--- src/rtl/nrzi_pkg.sv ---
// Shared types and constants for the NRZI receive path.
// The transmit encoder imports the same idle level.
package nrzi_pkg;

   typedef enum logic [1:0] {
      ACTIVE,
      STUFF,
      ERROR
   } unstuff_state_t;

   // Line level the encoder drives before the first transition.
   localparam logic IDLE_LEVEL = 1'b1;

endpackage

--- src/rtl/bit_unstuff.sv ---
// Removes the stuffed 0 after each run of STUFF_LEN decoded ones and flags
// a run that is not followed by a 0. All outputs are registered.
module bit_unstuff
   import nrzi_pkg::*;
#(
   parameter int STUFF_LEN = 6
) (
   input  logic clk,
   input  logic rst_n,
   input  logic clear_i,
   input  logic bit_valid_i,
   input  logic bit_i,
   output logic out_valid_o,
   output logic out_bit_o,
   output logic stuff_err_o,
   output logic err_o
);

   localparam int CNT_W = $clog2(STUFF_LEN + 1);

   unstuff_state_t   state_q;
   logic [CNT_W-1:0] ones_cnt_q;
   logic             out_valid_q;
   logic             out_bit_q;
   logic             stuff_err_q;
   logic             err_q;

   // NOTE: every flop here is reset asynchronously; there is no memory, so
   // nothing is left holding stale state when rst_n drops mid-packet.
   always_ff @(posedge clk or negedge rst_n) begin
      if (!rst_n) begin
         state_q     <= ACTIVE;
         ones_cnt_q  <= '0;
         out_valid_q <= 1'b0;
         out_bit_q   <= 1'b0;
         stuff_err_q <= 1'b0;
         err_q       <= 1'b0;
      end else begin
         out_valid_q <= 1'b0;
         stuff_err_q <= 1'b0;
         if (clear_i) begin
            state_q    <= ACTIVE;
            ones_cnt_q <= '0;
            err_q      <= 1'b0;
         end else if (bit_valid_i) begin
            unique case (state_q)
               ACTIVE: begin
                  out_valid_q <= 1'b1;
                  out_bit_q   <= bit_i;
                  if (!bit_i) begin
                     ones_cnt_q <= '0;
                  end else if (ones_cnt_q == CNT_W'(STUFF_LEN - 1)) begin
                     // The bit completing the run is still emitted.
                     ones_cnt_q <= CNT_W'(STUFF_LEN);
                     state_q    <= STUFF;
                  end else begin
                     ones_cnt_q <= ones_cnt_q + 1'b1;
                  end
               end
               STUFF: begin
                  if (!bit_i) begin
                     ones_cnt_q <= '0;
                     state_q    <= ACTIVE;
                  end else begin
                     stuff_err_q <= 1'b1;
                     err_q       <= 1'b1;
                     state_q     <= ERROR;
                  end
               end
               ERROR: begin
                  state_q <= ERROR;
               end
               default: begin
                  state_q <= ERROR;
               end
            endcase
         end
      end
   end

   assign out_valid_o = out_valid_q;
   assign out_bit_o   = out_bit_q;
   assign stuff_err_o = stuff_err_q;
   assign err_o       = err_q;

endmodule

--- src/rtl/register.sv ---
// Generic enabled register with asynchronous active-low reset to a
// parameterised value.
module register #(
   parameter int               WIDTH     = 1,
   parameter logic [WIDTH-1:0] RESET_VAL = '0
) (
   input  logic             clk,
   input  logic             rst_n,
   input  logic             en_i,
   input  logic [WIDTH-1:0] d_i,
   output logic [WIDTH-1:0] q_o
);

   logic [WIDTH-1:0] q_q;

   // NOTE: sequential state uses non-blocking (<=) so every flop samples
   // the pre-edge values; blocking here would create order-dependent races.
   always_ff @(posedge clk or negedge rst_n) begin
      if (!rst_n) begin
         q_q <= RESET_VAL;
      end else if (en_i) begin
         q_q <= d_i;
      end
   end

   assign q_o = q_q;

endmodule

--- src/rtl/nrzi_decode.sv ---
// NRZI receive decoder: no transition = 1, transition = 0, followed by
// bit unstuffing and stuffing-violation detection.
module nrzi_decode
   import nrzi_pkg::*;
#(
   parameter int STUFF_LEN = 6
) (
   input  logic clk,
   input  logic rst_L,
   input  logic in_valid,
   input  logic inb,
   input  logic clear,
   output logic out_valid,
   output logic out_bit,
   output logic stuff_err,
   output logic err
);

   logic prev_level;
   logic prev_level_d;
   logic prev_level_en;
   logic dec_bit;

   // Clear restores the idle level and wins over a same-cycle sample.
   assign prev_level_en = in_valid | clear;
   assign prev_level_d  = clear ? IDLE_LEVEL : inb;
   assign dec_bit       = ~(inb ^ prev_level);

   register #(
      .WIDTH     (1),
      .RESET_VAL (IDLE_LEVEL)
   ) u_prev_level (
      .clk   (clk),
      .rst_n (rst_L),
      .en_i  (prev_level_en),
      .d_i   (prev_level_d),
      .q_o   (prev_level)
   );

   bit_unstuff #(
      .STUFF_LEN (STUFF_LEN)
   ) u_bit_unstuff (
      .clk         (clk),
      .rst_n       (rst_L),
      .clear_i     (clear),
      .bit_valid_i (in_valid),
      .bit_i       (dec_bit),
      .out_valid_o (out_valid),
      .out_bit_o   (out_bit),
      .stuff_err_o (stuff_err),
      .err_o       (err)
   );

endmodule

--- config.mk ---
export PLATFORM = sky130hd
export DESIGN_NAME = nrzi_decode
export DESIGN_NICKNAME = d
export VERILOG_FILES = /design/src/rtl/nrzi_pkg.sv /design/src/rtl/bit_unstuff.sv /design/src/rtl/register.sv /design/src/rtl/nrzi_decode.sv
export SDC_FILE = /design/constraint.sdc
export NUM_CORES = 1
export LEC_CHECK = 0
export CAP_MARGIN = 15
export CELL_PAD_IN_SITES_DETAIL_PLACEMENT = 1
export CELL_PAD_IN_SITES_GLOBAL_PLACEMENT = 1
export CORE_MARGIN = 4
export CORE_UTILIZATION = 34
export DETAILED_ROUTE_END_ITERATION = 7
export PLACE_DENSITY = 0.68
export SYNTH_ARGS = -nofsm -noshare
export SYNTH_HDL_FRONTEND = slang
export SYNTH_SLANG_ARGS = --single-unit
--- constraint.sdc ---
create_clock -name clk -period 1.3 [get_ports clk]
set_input_delay 0.39 -clock clk [delete_from_list [all_inputs] [get_ports clk]]
set_output_delay 0.39 -clock clk [all_outputs]
set_load 0.01 [all_outputs]
==> impl_metrics.env <==
export IMPL_placed_cell_area_um2=693.2
export IMPL_final_common_cell="buf_4"
export IMPL_use_met2=0.2873
export IMPL_fmax_mhz=674.4
export IMPL_final_cells=86
export IMPL_period_minus_slack_ps=1483
export IMPL_antenna_left=0
export IMPL_yosysSeqAreaShare=0.4867
export IMPL_cts_tree="done"
export IMPL_holdCritPathClass="in2async"
export IMPL_fp_coreArea_um2=1366
export IMPL_via_per_inst=5.384
export IMPL_start_util=0.3782
export IMPL_slew_headroom=0.7845
export IMPL_yosysWarnings=0
export IMPL_status="finished, violations left"
export IMPL_grt_pass1_wl_um=2477
export IMPL_totalNegativeSetupSlack_ps=-600.8
export IMPL_ys_ff_latch=10
export IMPL_cp_data_arrival_time_ps=1700
export IMPL_power_uw=763.9
export IMPL_mostFrequentLayoutCells="buf_4 (15), dfrtp_1 (8), clkbuf_2 (4)"
export IMPL_grt_pass1_vias=489
export IMPL_whs_ps=317.3
export IMPL_syn_area_per_cell_um2=11.48
export IMPL_hpwl_um=1055
export IMPL_path_max_fanout=3
export IMPL_syn_area_um2=516.7
export IMPL_place_congestion=0.7982
export IMPL_grt_busiest_layer="met2"
export IMPL_power_density_nw_per_um2=955.5
export IMPL_maxCapViolations=0
export IMPL_path_clk_slew_ps=70
export IMPL_fin_worst_skew_ps=6.368
export IMPL_violations="negative setup slack"
export IMPL_yosysUniqueCellTypes=25
export IMPL_clk_latency_ps=280
export IMPL_die_area_um2=2208
export IMPL_drive_gt1_frac=0.5775
export IMPL_r2r_cells=4
export IMPL_antennaDiodeCount=0
export IMPL_antenna_found_initial=0
export IMPL_syn_inst=45
export IMPL_tightest_slew_ps=322.7
export IMPL_grtUsageTotal=0.1742
export IMPL_fin_crit_sh=1.141
export IMPL_htreeDepth=1
export IMPL_via_count=463
export IMPL_clockBufferDepth=2
export IMPL_rrSetupSlack_ps=-180
export IMPL_wirelength_um=1588
export IMPL_slew_violations=0
export IMPL_pre_cts_ws_ps=-558.7
export IMPL_rsz0062_at_grt="true"
export IMPL_worst_setup_path_start_kind="register"
export IMPL_wire_per_inst_um=18.47
export IMPL_worstPathRequired_ps=1520
export IMPL_fin_area_um2=799.5
export IMPL_grt_util_met1=0.1935
export IMPL_setup_viol=4
export IMPL_grt_max_degree=8
export IMPL_synth_net_count=52
export IMPL_die_y_um=46.99
export IMPL_clkSinkCount=10
export IMPL_die_w_um=46.99
export IMPL_io_pins=9
export IMPL_r2r_end="u_bit_unstuff.ones_cnt_q[2]"
export IMPL_areaGrowthSynthToFinish_pct=54.72
export IMPL_rows=13
export IMPL_drt_iter0_markers=1
export IMPL_num_nets_final=79
export IMPL_postCtsHoldBufs=0
export IMPL_gr_total_overflow=0
export IMPL_timing_rr_start="u_bit_unstuff.ones_cnt_q[0]"
export IMPL_portBuffers=8
export IMPL_final_util=0.5852
export IMPL_cts_root_buf="clkbuf_4"
export IMPL_numCtsBuffers=3
export IMPL_placedCellCount=78
export IMPL_critPathCaptureType="register"
export IMPL_firstDrtPassIters=4
export IMPL_max_vdd_ir_drop_v=0.0005459
export IMPL_fin_ws_ps=-182.9
export IMPL_power_leakage_nw=0.3705
export IMPL_gr_usage_met3=0.06130
export IMPL_hold_viol=0
export IMPL_route_detailed_drc=0
export IMPL_crit_type="reg2reg"
synthesized netlist by cell type:
| cell | n | area, um^2 |
|---|---|---|
| nor4b_1 | 1 | 8.760 |
| or4_4 | 1 | 11.26 |
| nand3_1 | 1 | 5.000 |
| a31oi_1 | 1 | 6.260 |
| nand2_1 | 2 | 7.510 |
| dfstp_2 | 1 | 26.28 |
| nand2b_1 | 2 | 12.51 |
| a221oi_1 | 1 | 8.760 |
| xor2_1 | 1 | 8.760 |
| o2bb2a_4 | 1 | 20.02 |
| dfrtp_1 | 9 | 225.2 |
| xnor2_1 | 1 | 8.760 |
| and3b_1 | 1 | 8.760 |
| nor2_1 | 1 | 3.750 |
| nor2b_1 | 2 | 12.51 |
| mux2i_1 | 1 | 10.01 |
| a21oi_1 | 3 | 15.01 |
| a2111oi_0 | 1 | 8.760 |
| a22oi_2 | 1 | 12.51 |
| mux2_2 | 3 | 33.78 |
| nor3_1 | 2 | 10.01 |
| ha_1 | 2 | 25.02 |
| buf_2 | 1 | 5.000 |
| or4_1 | 1 | 7.510 |
| inv_1 | 4 | 15.01 |
routing by layer:
metal | part of all wire | wire [um]
met5 | 0 | 0
met4 | 0.018 | 29
met3 | 0.040 | 63
met2 | 0.52 | 818
met1 | 0.43 | 676
area by class of cell:
cell class | count | area (um^2)
Timing Repair Buffer | 23 | 168.9
Fill cell | 147 | 566.8
Clock buffer | 4 | 26.28
Tap cell | 15 | 18.77
Inverter | 4 | 15.01
Multi-Input combinational cell | 30 | 317.8
Sequential cell | 10 | 252.7
registers in the layout, indices dropped and copies added, names as in the netlist:
register and cells:
u_bit_unstuff.out_valid_o 1, u_bit_unstuff.err_o 1, u_bit_unstuff.state_q 2, u_bit_unstuff.stuff_err_o 1, u_prev_level.q_o 1, u_bit_unstuff.out_bit_o 1
u_bit_unstuff.ones_cnt_q 3
kinds of logic after synthesis:
logic type | count (synthesis) | synth area share
AOI/OAI and AO/OA | 8 | 0.1380
xor gates and xnor gates | 2 | 0.03390
adders and majority gates | 2 | 0.04842
buffers and inverters | 5 | 0.03872
DFF | 10 | 0.4867
muxes | 4 | 0.08474
and+or+nand+nor | 14 | 0.1695
how the worst max path moves through the flow:
| stage | startpoint | to |
|---|---|---|
| after CTS | u_bit_unstuff.ones_cnt_q[1] | u_bit_unstuff.ones_cnt_q[2] |
| after detailed placement | inb | u_bit_unstuff.ones_cnt_q[1] |
| after global placement | inb | u_bit_unstuff.ones_cnt_q[2] |
| after floorplan | u_bit_unstuff.ones_cnt_q[1] | u_bit_unstuff.ones_cnt_q[2] |
| after global routing | u_prev_level.q_o | u_bit_unstuff.ones_cnt_q[1] |
| final | u_bit_unstuff.ones_cnt_q[0] | u_bit_unstuff.ones_cnt_q[2] |
critical path, stage by stage, from the launching register on:
cell and delay [ps]:
dfrtp_2 450, ha_2 200, and3b_1 170, or4_4 410, o2bb2a_4 200
repair_timing:
item	4_1_cts	5_1_grt
hold endpoints to repair	0	0
endpoints found under the setup margin	12	11
resized for setup	21	12
setup buffers	3	1
pin swaps	3	1
report_power, final:
part	leakage [nW]	internal, mW	switching, mW
registers	0.130	0.330	0.0166
clock network	0.0150	0.119	0.126
logic	0.225	0.0944	0.0782
total	0.370	0.543	0.221
Power figures use the tool's default switching activity.
